<file path="src/rtl/fwd_hazard_unit_if.sv">
// ID-side bundle for the forwarding / hazard unit.
// Core drives ID metadata; the unit returns stall and mux selects.
interface fwd_hazard_unit_if #(
  parameter int REG_ADDR_W = 5
);

  logic                  id_valid_i;
  logic [REG_ADDR_W-1:0] id_rs1_i;
  logic [REG_ADDR_W-1:0] id_rs2_i;
  logic                  id_use_rs1_i;
  logic                  id_use_rs2_i;
  logic [REG_ADDR_W-1:0] id_rd_i;
  logic                  id_regwrite_i;
  logic                  id_memread_i;
  logic                  flush_i;
  logic                  stall_o;
  logic [1:0]            fwd_a_sel_o;
  logic [1:0]            fwd_b_sel_o;

  modport master (
    output id_valid_i,
    output id_rs1_i,
    output id_rs2_i,
    output id_use_rs1_i,
    output id_use_rs2_i,
    output id_rd_i,
    output id_regwrite_i,
    output id_memread_i,
    output flush_i,
    input  stall_o,
    input  fwd_a_sel_o,
    input  fwd_b_sel_o
  );

  modport slave (
    input  id_valid_i,
    input  id_rs1_i,
    input  id_rs2_i,
    input  id_use_rs1_i,
    input  id_use_rs2_i,
    input  id_rd_i,
    input  id_regwrite_i,
    input  id_memread_i,
    input  flush_i,
    output stall_o,
    output fwd_a_sel_o,
    output fwd_b_sel_o
  );

endinterface

</file>
<file path="src/rtl/fwd_hazard_unit.sv">
// Forwarding select and load-use stall for the 5-stage core.
// Optional stall counter port: define HAZARD_STALL_CNT_EN.
module fwd_hazard_unit #(
  parameter int REG_ADDR_W = 5,
  parameter int CNT_W      = 32
) (
  input  logic             clk_i,
  input  logic             rst_i,
  fwd_hazard_unit_if.slave bus
`ifdef HAZARD_STALL_CNT_EN
  ,
  output logic [CNT_W-1:0] stall_cnt_o
`endif
);

  localparam logic [1:0] SEL_RF  = 2'b00;
  localparam logic [1:0] SEL_WB  = 2'b01;
  localparam logic [1:0] SEL_MEM = 2'b10;

  if (CNT_W < 1) begin : g_cnt_w_chk
    $error("CNT_W must be at least 1");
  end

  typedef logic [REG_ADDR_W-1:0] reg_t;

  logic ex_valid_q, ex_valid_d;
  reg_t ex_rd_q,    ex_rd_d;
  reg_t ex_rs1_q,   ex_rs1_d;
  reg_t ex_rs2_q,   ex_rs2_d;
  logic ex_wr_q,    ex_wr_d;
  logic ex_ld_q,    ex_ld_d;

  reg_t mem_rd_q;
  logic mem_wr_q;
  reg_t wb_rd_q;
  logic wb_wr_q;

  logic hit_rs1;
  logic hit_rs2;
  logic stall;
  logic bubble;

  // Load in EX whose rd is read by the ID instruction.
  always_comb begin
    hit_rs1 = bus.id_use_rs1_i && (bus.id_rs1_i == ex_rd_q);
    hit_rs2 = bus.id_use_rs2_i && (bus.id_rs2_i == ex_rd_q);
    stall   = bus.id_valid_i && !bus.flush_i
           && ex_valid_q && ex_ld_q
           && (ex_rd_q != '0)
           && (hit_rs1 || hit_rs2);
  end

  assign bus.stall_o = stall;

  // Next EX contents: ID instruction or a bubble.
  always_comb begin
    bubble     = stall || bus.flush_i || !bus.id_valid_i;
    ex_valid_d = 1'b0;
    ex_rd_d    = '0;
    ex_rs1_d   = '0;
    ex_rs2_d   = '0;
    ex_wr_d    = 1'b0;
    ex_ld_d    = 1'b0;
    if (!bubble) begin
      ex_valid_d = 1'b1;
      ex_rd_d    = bus.id_rd_i;
      ex_rs1_d   = bus.id_rs1_i;
      ex_rs2_d   = bus.id_rs2_i;
      ex_wr_d    = bus.id_regwrite_i;
      ex_ld_d    = bus.id_memread_i;
    end
  end

  // Advance EX -> MEM -> WB metadata every cycle.
  always_ff @(posedge clk_i) begin
    if (rst_i) begin
      ex_valid_q <= 1'b0;
      ex_rd_q    <= '0;
      ex_rs1_q   <= '0;
      ex_rs2_q   <= '0;
      ex_wr_q    <= 1'b0;
      ex_ld_q    <= 1'b0;
      mem_rd_q   <= '0;
      mem_wr_q   <= 1'b0;
      wb_rd_q    <= '0;
      wb_wr_q    <= 1'b0;
    end else begin
      ex_valid_q <= ex_valid_d;
      ex_rd_q    <= ex_rd_d;
      ex_rs1_q   <= ex_rs1_d;
      ex_rs2_q   <= ex_rs2_d;
      ex_wr_q    <= ex_wr_d;
      ex_ld_q    <= ex_ld_d;
      mem_rd_q   <= ex_rd_q;
      mem_wr_q   <= ex_wr_q;
      wb_rd_q    <= mem_rd_q;
      wb_wr_q    <= mem_wr_q;
    end
  end

  function automatic logic [1:0] fwd_sel(input reg_t rs);
    logic mem_hit;
    logic wb_hit;
    mem_hit = mem_wr_q && (mem_rd_q != '0) && (mem_rd_q == rs);
    wb_hit  = wb_wr_q && (wb_rd_q != '0) && (wb_rd_q == rs);
    if (mem_hit)
      return SEL_MEM;
    else if (wb_hit)
      return SEL_WB;
    else
      return SEL_RF;
  endfunction

  // Selects from registered state only; MEM (newer) wins over WB.
  always_comb begin
    bus.fwd_a_sel_o = fwd_sel(ex_rs1_q);
    bus.fwd_b_sel_o = fwd_sel(ex_rs2_q);
  end

`ifdef HAZARD_STALL_CNT_EN
  logic [CNT_W-1:0] cnt_q, cnt_d;

  // Saturating count of stalled cycles.
  always_comb begin
    cnt_d = cnt_q;
    if (stall && (cnt_q != '1))
      cnt_d = cnt_q + 1'b1;
  end

  // Counter register.
  always_ff @(posedge clk_i) begin
    if (rst_i)
      cnt_q <= '0;
    else
      cnt_q <= cnt_d;
  end

  assign stall_cnt_o = cnt_q;
`endif

endmodule

</file>
<file path="src/flat_wrapper.sv">
// flat-port wrapper written by rule: the top's interface ports become plain ports
module fwd_hazard_unit_flat 
#(
  parameter int REG_ADDR_W = 5,
  parameter int CNT_W      = 32
)
  (clk_i, rst_i, bus_id_valid_i, bus_id_rs1_i, bus_id_rs2_i, bus_id_use_rs1_i, bus_id_use_rs2_i, bus_id_rd_i, bus_id_regwrite_i, bus_id_memread_i, bus_flush_i, bus_stall_o, bus_fwd_a_sel_o, bus_fwd_b_sel_o);
  fwd_hazard_unit_if #(.REG_ADDR_W(REG_ADDR_W)) bus_i ();
  input  logic clk_i;
  input  logic rst_i;
  input wire logic [$bits(bus_i.id_valid_i)-1:0] bus_id_valid_i;
  input wire logic [$bits(bus_i.id_rs1_i)-1:0] bus_id_rs1_i;
  input wire logic [$bits(bus_i.id_rs2_i)-1:0] bus_id_rs2_i;
  input wire logic [$bits(bus_i.id_use_rs1_i)-1:0] bus_id_use_rs1_i;
  input wire logic [$bits(bus_i.id_use_rs2_i)-1:0] bus_id_use_rs2_i;
  input wire logic [$bits(bus_i.id_rd_i)-1:0] bus_id_rd_i;
  input wire logic [$bits(bus_i.id_regwrite_i)-1:0] bus_id_regwrite_i;
  input wire logic [$bits(bus_i.id_memread_i)-1:0] bus_id_memread_i;
  input wire logic [$bits(bus_i.flush_i)-1:0] bus_flush_i;
  output wire logic [$bits(bus_i.stall_o)-1:0] bus_stall_o;
  output wire logic [$bits(bus_i.fwd_a_sel_o)-1:0] bus_fwd_a_sel_o;
  output wire logic [$bits(bus_i.fwd_b_sel_o)-1:0] bus_fwd_b_sel_o;
  assign bus_i.id_valid_i = bus_id_valid_i;
  assign bus_i.id_rs1_i = bus_id_rs1_i;
  assign bus_i.id_rs2_i = bus_id_rs2_i;
  assign bus_i.id_use_rs1_i = bus_id_use_rs1_i;
  assign bus_i.id_use_rs2_i = bus_id_use_rs2_i;
  assign bus_i.id_rd_i = bus_id_rd_i;
  assign bus_i.id_regwrite_i = bus_id_regwrite_i;
  assign bus_i.id_memread_i = bus_id_memread_i;
  assign bus_i.flush_i = bus_flush_i;
  assign bus_stall_o = bus_i.stall_o;
  assign bus_fwd_a_sel_o = bus_i.fwd_a_sel_o;
  assign bus_fwd_b_sel_o = bus_i.fwd_b_sel_o;
  fwd_hazard_unit #(.REG_ADDR_W(REG_ADDR_W), .CNT_W(CNT_W)) u_core (.clk_i(clk_i), .rst_i(rst_i), .bus(bus_i));
endmodule
</file>
<file path="config.mk">
export PLATFORM = sky130hd
export DESIGN_NAME = fwd_hazard_unit_flat
export DESIGN_NICKNAME = d
export VERILOG_FILES = /design/src/rtl/fwd_hazard_unit_if.sv /design/src/rtl/fwd_hazard_unit.sv /design/src/flat_wrapper.sv
export SDC_FILE = /design/constraint.sdc
export NUM_CORES = 1
export LEC_CHECK = 0
export CAP_MARGIN = 20
export CORE_ASPECT_RATIO = 0.5
export CORE_UTILIZATION = 49
export DETAILED_ROUTE_END_ITERATION = 7
export PLACE_DENSITY = 0.77
export SLEW_MARGIN = 20
export SYNTH_ARGS = -nofsm -noshare
export SYNTH_HDL_FRONTEND = slang
export SYNTH_SLANG_ARGS = --single-unit
</file>
<file path="constraint.sdc">
create_clock -name clk_i -period 2.9 [get_ports clk_i]
set_input_delay 0.87 -clock clk_i [delete_from_list [all_inputs] [get_ports clk_i]]
set_output_delay 0.87 -clock clk_i [all_outputs]
set_load 0.02 [all_outputs]
</file>
==> results.md <==
* Status: completed
* Max cap viols at 0
* Total iterations of the first detailed-routing run at 4
* Clk Latency, worst-skew pair at 0.27 ns
* Area fraction in compound gates after synthesis at 0.127
* Fraction of final layout cells with drive strength greater than 1 at 0.167
* Cell accounting for the most synthesized area: sky130_fd_sc_hd__dfxtp_1
* # nets final at 196
* CP startpoint: bus_id_valid_i
* Sequential cell area at 601 µm²
* Area of the die at 2920 µm²
* GR peak layer: met2
* Power density cells at 471 nW/µm²
* DIE WIDTH at 75.4 µm
* Leak pwr at 0.888 nW
* Largest incremental delay on the critical path at 0.46 ns
* Simple-gate portion of the synthesized area at 0.155
* Maximum number of pins on one net before global-route repair at 19
* Synthesized-area fraction occupied by adder cells at 0
* Clock-pin slew of the registers on the worst-case setup and hold paths at 0.06 ns
* Antenna Violating Nets Remaining at 0
* Required time of the critical path at 2.03 ns
* Critical path endpoint category: output pin
* Maximum achievable frequency at 0.351 GHz
* Syn Nets at 159
* Port-buffer cells at 27
* DR vias/cell at 4.76
* Synthesized instance count at 136
* Total of flip-flops plus latches after synthesis at 30
* H-tree depth at 2
* Final Max Tran Viols at 0
* Final-layout setup total negative slack at 0 ns
* Most frequent standard cell in the layout excluding fill and tap cells: sky130_fd_sc_hd__dfxtp_1
* Initial cell density of the core at 0.556
* Share of the yosys chip area belonging to registers at 0.455
* Detailed-route DRC error count at 0
* Dominant cells by area after synthesis: sky130_fd_sc_hd__dfxtp_1, sky130_fd_sc_hd__xnor2_1, sky130_fd_sc_hd__a211oi_1
* Overall Power at 0.853 mW
* Min Tclk post-route at 2.85 ns
* First-pass GRT wire length at 4330 µm
* Min-delay src: u_core.ex_wr_q
* Ant diodes at 0
* Count of final hold-check violations at 0
* Ordered list of cells on the worst path: clkdlybuf4s50_1, nor2b_4, nand3_2, a21oi_2, and2_4, buf_6
* Detailed placement HPWL at 1900 µm
* GRT Resource Usage Total at 0.211
* Critical Path Slowest Stage Cell: sky130_fd_sc_hd__clkdlybuf4s50_1
* Synthesis Warnings at 0
* Placement Cell Area at 1670 µm²
* Overall via count from detail_route at 995
* Combinational family with the most area after synthesis: XOR/XNOR gates
* Mux contribution to synthesized area at 0
* Finished Layout Cells at 209
* Clock tree root driver cell: sky130_fd_sc_hd__clkbuf_8
* Vias in the first global route at 974
* Post-Route WL at 2570 µm
* Path category of the worst min-delay check: reg2reg
* Fraction of synthesized cell area taken by the top area cell type at 0.455
* Boundary pin count at 28
* Post-route cell area at 1810 µm²
* Slew at the pin closest to its max-slew limit at 0.652 ns
* Most frequent cells in the layout: sky130_fd_sc_hd__dfxtp_1, sky130_fd_sc_hd__inv_1, sky130_fd_sc_hd__a211oi_1, sky130_fd_sc_hd__xnor2_1, sky130_fd_sc_hd__xor2_1
* Netlist Area Pre-Place at 1320 µm²
* TritonCTS clock tree: built
* Final weighted congestion in routability-driven placement at 0.854
* Period utilization at 0.983
* Maximum vdd ir drop at 0.353 mV
* DP Cell Count at 201
* Final setup violation count at 0
* Congestion Overflow GR at 0
* Maximum fanout along the worst path at 2
* Buffer depth of the longest clock path at 2
* Worst setup path category: in2out
* Met3 usage in global routing at 0.0547
* Clock skew after layout at 0.000911 ns
* Hold buffer count at CTS at 0
* Cts bufs inserted at 5
* Met1 Use GR at 0.280
* Average wire length per cell after detail routing at 12.3 µm
* Clk sinks at 30
* Antenna violations before repair at 0
* Setup repair after global routing missed its margin: no
* Fillers at 187
* Kind of start point of the critical path: input pin
* Number of distinct standard cells referenced by the synthesized netlist at 23
* Post-synthesis xor/xnor area fraction at 0.199
* Area of combinational cells with multiple inputs at 663 µm²
* Post-synthesis to final-layout area growth at 37.2%
* Critical register-to-register path startpoint: u_core.ex_rd_q[4]
* Arr. time, crit path at 1.98 ns
* Number of post-CTS setup repair buffers at 0
* 1st-iter DRT viols at 26
* Met2 capacity usage during global routing at 0.344
* Core footprint at 2370 µm²
* Placement Rows at 12
* Headroom to the max-slew limit at 0.565
* Die extent in y at 38.7 µm
* Mean post-synth cell area at 9.71 µm²
path summary, 6_finish.rpt:
check                       end  slack (ns)  cells after the start
max                 bus_stall_o        0.05                      6
min             u_core.mem_wr_q        0.44                      1
max reg2reg  u_core.ex_rs2_q[0]        1.44                      5
min reg2reg     u_core.mem_wr_q        0.44                      1
registers in the layout (all words and copies together) (netlist names):
name	count
u_core.ex_rd_q	5
u_core.ex_rs1_q	5
u_core.ex_rs2_q	5
u_core.mem_rd_q	5
u_core.wb_rd_q	5
u_core.ex_ld_q	1
u_core.ex_valid_q	1
u_core.ex_wr_q	1
u_core.mem_wr_q	1
u_core.wb_wr_q	1
cell type report:
class	instances	share of cell area
multi-input cells	84	0.366
flip-flops and latches	30	0.332
clock buffers	6	0.0456
clock inverters	2	0.00691
well taps	35	0.0242
repair buffers	35	0.190
inverters	17	0.0352
Yosys cell counts, drive strengths merged:
library cell / n
dfxtp: 30
a211oi: 17
inv: 17
xnor2: 16
xor2: 14
nor2b: 13
clkbuf: 4
nor4: 4
or4: 4
nand3: 3
a21oi: 2
nand2: 2
nand4: 2
o21ai: 2
and2: 1
buf: 1
nand2b: 1
nor2: 1
nor3: 1
o22ai: 1
cell families after synthesis:
| group | after synthesis |
|---|---|
| AO/OA/AOI/OAI | 22 |
| XOR/XNOR | 30 |
| buffers and inverters | 22 |
| flip-flops | 30 |
| AND/OR/NAND/NOR | 32 |
power breakdown:
group          switching (mW)  internal [mW]  total (mW)
logic                  0.0327         0.0499      0.0826
clock network           0.150          0.190       0.340
registers             0.00906          0.421       0.430
critical path: cells and delay by family:
family	cells	cell delay (ns)
compound gates	1	0.14
buf+inv	2	0.57
simple gates	3	0.41
through the flow:
step                      hold slack, ns   util  worst slack, ns
after global routing               0.469  0.763         0.000600
after global placement             0.427  0.706           -0.538
after CTS                          0.442  0.750          -0.0497
after detailed placement           0.427  0.706           -0.532
final                              0.440  0.763           0.0483
after floorplan                    0.414      -           0.0795
repair_timing:
item,CTS,global route
pin swaps,3,7
endpoints found under the setup margin,5,5
gates cloned,0,0
gates resized for setup,17,17
per-layer routing:
layer / up-vias / part of all wire
li1: 527 / -
met1: 442 / 0.51
met2: 24 / 0.45
met3: 2 / 0.037
met4: 0 / 0.0016
met5: - / 0
No activity file was read; power rests on OpenSTA's default activity.
